===== src/rtl/wts_host_bridge_pkg.sv =====
// rtl/wts_host_bridge_pkg.sv - shared FSM encoding and command field layout for the host bridge
package wts_host_bridge_pkg;

  localparam int CMD_W       = 24;
  localparam int CMD_RW_BIT  = 23;
  localparam int CMD_ADDR_HI = 22;
  localparam int CMD_ADDR_LO = 8;
  localparam int CMD_DATA_HI = 7;
  localparam int CMD_DATA_LO = 0;

  localparam logic CMD_WRITE = 1'b0;
  localparam logic CMD_READ  = 1'b1;

  typedef enum logic [2:0] {
    ST_IDLE,
    ST_REQ,
    ST_HOLD,
    ST_RESP,
    ST_GAP
  } state_t;

endpackage


===== src/rtl/wts_host_bridge_fifo.sv =====
// rtl/wts_host_bridge_fifo.sv - first-word-fall-through command FIFO with full/empty flags
module wts_host_bridge_fifo #(
  parameter int WIDTH = 24,
  parameter int DEPTH = 4
) (
  input  logic             clk,
  input  logic             reset,
  input  logic             push,
  input  logic [WIDTH-1:0] push_data,
  input  logic             pop,
  output logic [WIDTH-1:0] pop_data,
  output logic             full,
  output logic             empty
);

  localparam int PTR_W = (DEPTH > 1) ? $clog2(DEPTH) : 1;

  logic [WIDTH-1:0] mem [DEPTH];
  logic [PTR_W-1:0] wr_ptr;
  logic [PTR_W-1:0] rd_ptr;
  logic [PTR_W:0]   count;
  logic             do_push;
  logic             do_pop;

  assign full     = (count == (PTR_W+1)'(DEPTH));
  assign empty    = (count == '0);
  assign do_push  = push && !full;
  assign do_pop   = pop && !empty;
  assign pop_data = mem[rd_ptr];

  // Storage carries no reset; only the pointers and count define contents.
  always_ff @(posedge clk) begin
    if (do_push) mem[wr_ptr] <= push_data;
  end

  always_ff @(posedge clk or posedge reset) begin
    if (reset) begin
      wr_ptr <= '0;
      rd_ptr <= '0;
      count  <= '0;
    end else begin
      if (do_push) wr_ptr <= wr_ptr + 1'b1;
      if (do_pop)  rd_ptr <= rd_ptr + 1'b1;
      case ({do_push, do_pop})
        2'b10:   count <= count + 1'b1;
        2'b01:   count <= count - 1'b1;
        default: count <= count;
      endcase
    end
  end

endmodule


===== src/rtl/wts_host_bridge.sv =====
// rtl/wts_host_bridge.sv - command-stream master for the wave-table sound core register bus
// Optional counters under WTS_HOST_BRIDGE_PERF_EN.
module wts_host_bridge
  import wts_host_bridge_pkg::*;
#(
  parameter int FIFO_DEPTH    = 4,
  parameter int ACCESS_CYCLES = 3,
  parameter int GAP_CYCLES    = 1
) (
  input  logic        clk,
  input  logic        reset,
  input  logic        cmd_valid,
  output logic        cmd_ready,
  input  logic        cmd_rw,
  input  logic [14:0] cmd_addr,
  input  logic [7:0]  cmd_data,
  output logic        rsp_valid,
  input  logic        rsp_ready,
  output logic [7:0]  rsp_data,
  output logic        busy,
  output logic        wrreq,
  output logic        rdreq,
  output logic        wr_active,
  output logic        rd_active,
  output logic [14:0] a,
  output logic [7:0]  d,
  input  logic [7:0]  q,
  input  logic        nint,
  output logic        irq
`ifdef WTS_HOST_BRIDGE_PERF_EN
  ,
  output logic [15:0] wr_count,
  output logic [15:0] rd_count,
  output logic [15:0] stall_count
`endif
);

  localparam int CNT_W = 16;

  state_t           state;
  logic [CNT_W-1:0] cnt;
  logic             rw_q;
  logic             fifo_full;
  logic             fifo_empty;
  logic             pop;
  logic [CMD_W-1:0] head;
  logic             last_active;

  wts_host_bridge_fifo #(
    .WIDTH (CMD_W),
    .DEPTH (FIFO_DEPTH)
  ) u_fifo (
    .clk       (clk),
    .reset     (reset),
    .push      (cmd_valid && cmd_ready),
    .push_data ({cmd_rw, cmd_addr, cmd_data}),
    .pop       (pop),
    .pop_data  (head),
    .full      (fifo_full),
    .empty     (fifo_empty)
  );

  assign cmd_ready   = !fifo_full;
  assign pop         = (state == ST_IDLE) && !fifo_empty;
  assign busy        = !fifo_empty || (state != ST_IDLE);
  assign last_active = ((state == ST_REQ) && (ACCESS_CYCLES == 1)) ||
                       ((state == ST_HOLD) && (cnt == '0));

  always_ff @(posedge clk or posedge reset) begin
    if (reset) begin
      state     <= ST_IDLE;
      cnt       <= '0;
      rw_q      <= CMD_WRITE;
      wrreq     <= 1'b0;
      rdreq     <= 1'b0;
      wr_active <= 1'b0;
      rd_active <= 1'b0;
      a         <= '0;
      d         <= '0;
      rsp_valid <= 1'b0;
      rsp_data  <= '0;
    end else begin
      case (state)
        ST_IDLE: begin
          if (pop) begin
            rw_q      <= head[CMD_RW_BIT];
            a         <= head[CMD_ADDR_HI:CMD_ADDR_LO];
            d         <= head[CMD_DATA_HI:CMD_DATA_LO];
            wrreq     <= (head[CMD_RW_BIT] == CMD_WRITE);
            wr_active <= (head[CMD_RW_BIT] == CMD_WRITE);
            rdreq     <= (head[CMD_RW_BIT] == CMD_READ);
            rd_active <= (head[CMD_RW_BIT] == CMD_READ);
            state     <= ST_REQ;
          end
        end
        ST_REQ: begin
          wrreq <= 1'b0;
          rdreq <= 1'b0;
          if (ACCESS_CYCLES > 1) begin
            state <= ST_HOLD;
            cnt   <= CNT_W'(ACCESS_CYCLES - 2);
          end
        end
        ST_HOLD: cnt <= cnt - 1'b1;
        ST_RESP: begin
          if (rsp_ready) begin
            rsp_valid <= 1'b0;
            if (GAP_CYCLES > 0) begin
              state <= ST_GAP;
              cnt   <= CNT_W'(GAP_CYCLES - 1);
            end else begin
              state <= ST_IDLE;
            end
          end
        end
        ST_GAP: begin
          if (cnt == '0) state <= ST_IDLE;
          else           cnt   <= cnt - 1'b1;
        end
        default: state <= ST_IDLE;
      endcase

      // Shared end-of-window action; overrides the per-state next state above.
      if (last_active) begin
        wr_active <= 1'b0;
        rd_active <= 1'b0;
        if (rw_q == CMD_READ) begin
          rsp_data  <= q;
          rsp_valid <= 1'b1;
          state     <= ST_RESP;
        end else if (GAP_CYCLES > 0) begin
          state <= ST_GAP;
          cnt   <= CNT_W'(GAP_CYCLES - 1);
        end else begin
          state <= ST_IDLE;
        end
      end
    end
  end

  always_ff @(posedge clk or posedge reset) begin
    if (reset) irq <= 1'b0;
    else       irq <= ~nint;
  end

`ifdef WTS_HOST_BRIDGE_PERF_EN
  always_ff @(posedge clk or posedge reset) begin
    if (reset) begin
      wr_count    <= '0;
      rd_count    <= '0;
      stall_count <= '0;
    end else begin
      if ((state == ST_REQ) && (rw_q == CMD_WRITE)) wr_count <= wr_count + 1'b1;
      if ((state == ST_REQ) && (rw_q == CMD_READ))  rd_count <= rd_count + 1'b1;
      if (cmd_valid && !cmd_ready && (stall_count != 16'hFFFF))
        stall_count <= stall_count + 1'b1;
    end
  end
`endif

endmodule

===== config.mk =====
export PLATFORM = sky130hd
export DESIGN_NAME = wts_host_bridge
export DESIGN_NICKNAME = d
export VERILOG_FILES = /design/src/rtl/wts_host_bridge_pkg.sv /design/src/rtl/wts_host_bridge_fifo.sv /design/src/rtl/wts_host_bridge.sv
export SDC_FILE = /design/constraint.sdc
export NUM_CORES = 1
export LEC_CHECK = 0
export CELL_PAD_IN_SITES_DETAIL_PLACEMENT = 1
export CELL_PAD_IN_SITES_GLOBAL_PLACEMENT = 1
export CORE_MARGIN = 4
export CORE_UTILIZATION = 39
export CTS_CLUSTER_SIZE = 8
export DETAILED_ROUTE_END_ITERATION = 8
export PLACE_DENSITY_LB_ADDON = 0.1
export SLEW_MARGIN = 20
export SYNTH_ARGS = -nofsm -noshare
export SYNTH_HDL_FRONTEND = slang
export SYNTH_SLANG_ARGS = --single-unit

===== constraint.sdc =====
create_clock -name clk -period 7.8 [get_ports clk]
set_input_delay 1.56 -clock clk [delete_from_list [all_inputs] [get_ports clk]]
set_output_delay 1.56 -clock clk [all_outputs]
set_load 0.01 [all_outputs]

==> results of run 1 <==
## flip-flops by register name (all words and copies together) (netlist names)
| register | flops |
|---|---|
| u_fifo.mem | 96 |
| cnt | 16 |
| a | 15 |
| d | 8 |
| rsp_data | 8 |
| state | 3 |
| u_fifo.count | 3 |
| u_fifo.rd_ptr | 2 |
| u_fifo.wr_ptr | 2 |
| irq | 1 |
| rd_active | 1 |
| rdreq | 1 |
| rsp_valid | 1 |
| rw_q | 1 |
| wr_active | 1 |
| wrreq | 1 |
## path summary, 6_finish.rpt
kind                                     to  slack (ps)  cells past startpoint
setup reg to reg            u_fifo.count[1]        4320                      8
min in group asynchronous       rsp_data[4]        1740                      3
max in group asynchronous  u_fifo.rd_ptr[0]        5440                      3
hold reg to reg                        a[2]         480                      2
hold / removal                         a[2]         480                      2
setup / recovery                       busy        4040                      3
## metrics by stage
stage | power (mW) | util (%) | hold slack [ps] | setup WS [ps] | cells
after global placement | 2.63 | 45.7 | 461 | 4250 | 736
after CTS | 3.50 | 49.3 | 480 | 4030 | 768
after floorplan | 2.16 | - | 453 | 4640 | 452
after global routing | 3.68 | 49.3 | 497 | 3910 | 768
final | 3.44 | 49.3 | 478 | 4040 | 768
after detailed placement | 2.67 | 45.7 | 463 | 4210 | 736
## cells in the mapped netlist, types with 2 or more instances
library cell	number	area share, %
a21o_1	4	0.46
a21oi_1	13	0.99
a31oi_1	7	0.67
a32o_1	2	0.31
and2_1	3	0.29
and3_1	6	0.57
buf_2	9	0.69
clkbuf_1	6	0.34
dfrtp_1	64	24
edfxtp_1	96	44
ha_1	6	1.1
inv_1	12	0.69
mux2_2	8	1.4
mux4_2	24	8.2
nand2_1	90	5.1
nand2b_1	6	0.57
nand3_1	5	0.38
nand3b_1	2	0.23
nand4_1	3	0.29
nor2_1	15	0.86
nor3_1	11	0.84
nor4_1	2	0.19
nor4_4	2	0.65
o21a_1	3	0.34
o21ai_0	12	0.92
o21ai_1	2	0.15
or3_1	5	0.48
xnor2_1	5	0.67
xor2_1	4	0.53
## tightest hold or removal path, cell delays in order, from the launching register on
cell and delay [ps]:
dfrtp_1 340, nand2_1 50, nand2_1 50
## area by class of cell
class                   instances  area [um2]
flip-flops and latches        160        4490
inverters                      13        48.8
repair buffers                 82         803
clock inverters                14         150
multi-input cells             261        1940
fillers                      1646        8380
clock buffers                  18         439
well taps                     220         275
## per-layer routing
metal	vias up	GRT usage, %	wire (um)
met3	14	4.42	541
met4	0	5.16	133
li1	1836	-	-
met2	70	29.3	7770
met5	-	0	0
met1	2041	20.7	6310
## power groups by stage
stage / registers (mW) / clock network, mW / logic, mW
5_1_grt: 1.42 / 0.882 / 1.38
6_report: 1.38 / 0.819 / 1.25
2_1_floorplan: 1.34 / 0 / 0.820
4_1_cts: 1.39 / 0.841 / 1.28
3_5_place_dp: 1.40 / 0 / 1.27
3_3_place_gp: 1.39 / 0 / 1.24
## logic make-up (layout without fill, tap and decap cells)
logic type	count (synthesis)	in the layout	synth area share [%]
buffers and inverters	31	127	2.12
AOI/OAI and AO/OA	52	52	5.07
xor gates and xnor gates	9	9	1.20
and+or+nand+nor	160	160	12.1
adders and majority gates	7	7	1.45
muxes	33	33	9.76
DFF	160	160	68.3
==> flow_summary.yaml, run 1 <==
cells_and_area:
  final_cell_mix: "edfxtp_1, nand2_1, clkdlybuf4s50_1"
  syn2layout_area_growth_pct: 24.1
  fin_area_um2: 8140
  nets: 579
  final_common_cell: "edfxtp_1"
  drive_gt1_share_pct: 15.3
  diodes: 0
timing:
  clock_skew_ps: 8.01
  min_period_ps: 3760
  max_slew_margin_pct: 38.8
  fmax_mhz: 266
  finalSetupViolations: 0
  rsz0062_at_grt: "no"
  hold_violations: 0
  min_period_over_period_pct: 48.2
  finalMaxSlewViolations: 0
  tightestPinTransition_ps: 913
  fin_setup_tns_ps: 0
clock_tree:
  clock-sinks: 160
  clkLatencyLatePin_ps: 420
  cts_setup_buffers: 0
  cts_hold_buf: 0
  clk_pin_slew_ps: 70
  numCtsBuffers: 17
  post_cts_resized: 0
  cts_max_level: 4
  cts_root_buf: "clkbuf_16"
  clockBufferDepth: 2
  tritoncts: "done"
global_route:
  grt_remaining_overflow: 0
  grt.total_usage_pct: 16.9
  grt_pass1_wl_um: 23900
  antenna_found_initial: 0
  grt_max_degree: 65
  grt_pass1_vias: 4321
detailed_routing:
  drtPass1Iterations: 4
  drt_iter0_markers: 234
  drc: 0
  wirelength_um: 14800
  ant_nets: 0
  wl_per_cell_um: 19.2
  route.vias.total: 3961
  viasPerCell: 5.16
floorplanning:
  core_um2: 16500
  rows: 47
  fp.dieH_um: 138
  initial_core_util_pct: 39.7
  die_area_um2: 19000
  fp.dieW_um: 138
  pin_count: 76
pwr:
  switching_power_mw: 1.23
  seq_power_share_pct: 40.0
  combPwrFrac_pct: 36.2
  vdd_ir_drop_max_mv: 0.204
  swShare_pct: 35.7
  p_leak_nw: 3.13
  p_per_area_nw_per_um2: 423
  p_int_mw: 2.21
  p_clk_share_pct: 23.8
synthesis:
  synth_cell_types: 54
  synth_flop_cell: "edfxtp_1"
  synth_warnings: 0
  synth-async-reset-ratio_pct: 40.0
  syn_avg_cell_area_um2: 14.5
  synth-edff-count: 96
  synth_area_um2: 6560
  syn-instance-count: 452
  seq_area_frac_synth_pct: 68.3
  synth_nets: 496
  ys_ff_latch: 160
setup_path:
  crit_chain: "nor3_1 > nand2b_1 > clkdlybuf4s50_1"
  path_class: "reg2out"
  cp_top_family: "simple AND/OR/NAND/NOR gates"
  crit_arrival_ps: 2200
  crit_slowest_cell: "dfrtp_1"
  worstSetupStartpoint: "state[0]"
  setup.worst_path.start_class: "register"
  critical-path-max-stage-delay_ps: 560
  endpoint_kind: "output port"
  critical_path_buf_inv_count: 1
  reg2reg_from: "state[0]"
  crit_fanout: 18
  cp.required_ps: 6240
place:
  dp_hpwl_um: 9660
  io_buffer_count: 75
  finalWeightedCongestion: 0.786
  place_area_um2: 7550
worst_hold_path:
  hold_start: "a[2]"
  hold_path_class: "reg2reg"
run_status:
  status: "completed"
run:
  max_cap_violations: 0
No activity file was read; power rests on OpenSTA's default activity.
==> run 2, diff against run 1 <==
==> constraint.sdc (replaced) <==
create_clock -name clk -period 3.25 [get_ports clk]
set_input_delay 0.65 -clock clk [delete_from_list [all_inputs] [get_ports clk]]
set_output_delay 0.65 -clock clk [all_outputs]
set_load 0.01 [all_outputs]
==> flow_summary.yaml, run 2 (synthesized netlist as in run 1, its figures left out) <==
detailed_routing:
  drtPass1Iterations: 5
  route.vias.total: 3949
  wirelength_um: 14600
  ant_nets: 0
  drt_iter0_markers: 210
  viasPerCell: 5.13
  wl_per_cell_um: 18.9
  drc: 0
cells_and_area:
  nFillCells: 1631
  top_register: "u_fifo.mem"
  drive_gt1_share_pct: 15.6
  syn2layout_area_growth_pct: 24.7
  top_regs: "u_fifo.mem (96), cnt (16), a (15)"
  largest_reg_flops: 96
  nets: 581
  final_common_cell: "edfxtp_1"
  final_cell_mix: "edfxtp_1, nand2_1, clkdlybuf4s50_1"
  diodes: 0
worst_hold_path:
  whs_path_depth: 2
  hold_path_class: "reg2reg"
  min_to: "a[1]"
  hold_start: "a[1]"
clock_tree:
  cts_root_buf: "clkbuf_16"
  cts_setup_buffers: 0
  post_cts_resized: 0
  cts_max_level: 4
  tritoncts: "done"
  clkLatencyLatePin_ps: 430
  cts_hold_buf: 0
  numCtsBuffers: 17
  clockBufferDepth: 2
  clk_pin_slew_ps: 60
  clock-sinks: 160
floorplanning:
  core_um2: 16500
  fp.dieH_um: 138
  initial_core_util_pct: 39.7
  pin_count: 76
  die_area_um2: 19000
  rows: 47
  fp.dieW_um: 138
place:
  dp_hpwl_um: 9470
  finalWeightedCongestion: 0.823
  io_buffer_count: 75
setup_path:
  crit_chain: "nor3_1 > nand2b_1 > clkdlybuf4s50_1"
  r2r_cells: 9
  crit_arrival_ps: 2320
  critical-path-max-stage-delay_ps: 630
  setup.worst_path.start_class: "register"
  crit_slowest_cell: "nor3_1"
  r2r-end: "u_fifo.count[2]"
  cp.required_ps: 2600
  crit_fanout: 18
  path_class: "reg2out"
  endpoint_kind: "output port"
  reg2reg_from: "state[0]"
  r2r_slack_ps: 660
timing:
  rsz0062_at_grt: "no"
  finalSetupViolations: 0
  finalMaxSlewViolations: 0
  fmax_mhz: 336
  hold_violations: 0
  min_period_over_period_pct: 91.5
  fin_setup_tns_ps: 0
  min_period_ps: 2970
  tightestPinTransition_ps: 745
  max_slew_margin_pct: 50.3
  clock_skew_ps: 10.9
global_route:
  grt_pass1_vias: 4375
  grt_remaining_overflow: 0
  grt_max_degree: 43
  antenna_found_initial: 0
  grt_pass1_wl_um: 23800
  grt.total_usage_pct: 16.7
pwr:
  p_per_area_nw_per_um2: 1010
  vdd_ir_drop_max_mv: 0.628
  finalPower_mw: 8.30
  p_leak_nw: 3.15
run:
  max_cap_violations: 0
run_status:
  status: "completed"
run 2: routing by layer:
| layer | global-route usage, % | wire length [um] | share of wire [%] |
|---|---|---|---|
| met2 | 28.8 | 7580 | 52 |
| met5 | 0 | 0 | 0 |
| met1 | 20.9 | 6290 | 43 |
| met4 | 4.50 | 139 | 0.95 |
| met3 | 4.31 | 560 | 3.8 |
run 2: final cells by class:
type	count	area, um2	share of cell area (%)
sequential	160	4490	54.8
multi-input combinational	261	1940	23.7
timing repair buffer	84	831	10.1
clock buffer	18	439	5.36
tap	220	275	3.36
clock inverter	14	168	2.05
inverter	13	48.8	0.596
run 2: power by group:
part / total [mW] / switching (mW) / internal (mW)
clock network: 2.00 / 0.885 / 1.11
registers: 3.27 / 0.467 / 2.81
logic: 3.03 / 1.61 / 1.41
run 2: worst max-delay path by stage:
| stage | slack (ps) | endpoint | from | depth (start not counted) |
|---|---|---|---|---|
| 2_1_floorplan | 720 | u_fifo.count[2] | state[0] | 11 |
| 3_3_place_gp | 560 | cnt[7] | rsp_ready | 6 |
| 3_5_place_dp | 570 | cnt[7] | rsp_ready | 6 |
| 4_1_cts | 240 | busy | state[0] | 3 |
| 5_1_grt | 90 | busy | state[0] | 3 |
| 6_report | 280 | busy | state[0] | 3 |
run 2: critical path, delay by kind of cell (launching register included):
kind / cells / cell delay, ps
DFF: 1 / 570
buffers and inverters: 1 / 520
and+or+nand+nor: 2 / 810
run 2: stage by stage:
step           utilization (%)  instances  hold slack (ps)  worst slack (ps)  cell area, um2
2_1_floorplan                -        452              453               719            6560
3_3_place_gp              45.9        738              459               563            7580
3_5_place_dp              45.9        738              463               572            7580
4_1_cts                   49.5        770              481               235            8190
5_1_grt                   49.5        770              498              86.5            8190
6_report                  49.5        770              473               276            8190
==> run 3, diff against run 2 <==
--- a/config.mk
+++ b/config.mk
@@ -11,6 +11,7 @@
 export CORE_UTILIZATION = 39
 export CTS_CLUSTER_SIZE = 8
 export DETAILED_ROUTE_END_ITERATION = 8
+export GPL_TIMING_DRIVEN = 1
 export PLACE_DENSITY_LB_ADDON = 0.1
 export SLEW_MARGIN = 20
 export SYNTH_ARGS = -nofsm -noshare
==> results of run 3 <==
Same layout as run 2: the final DEF is identical, and so are final timing and power.
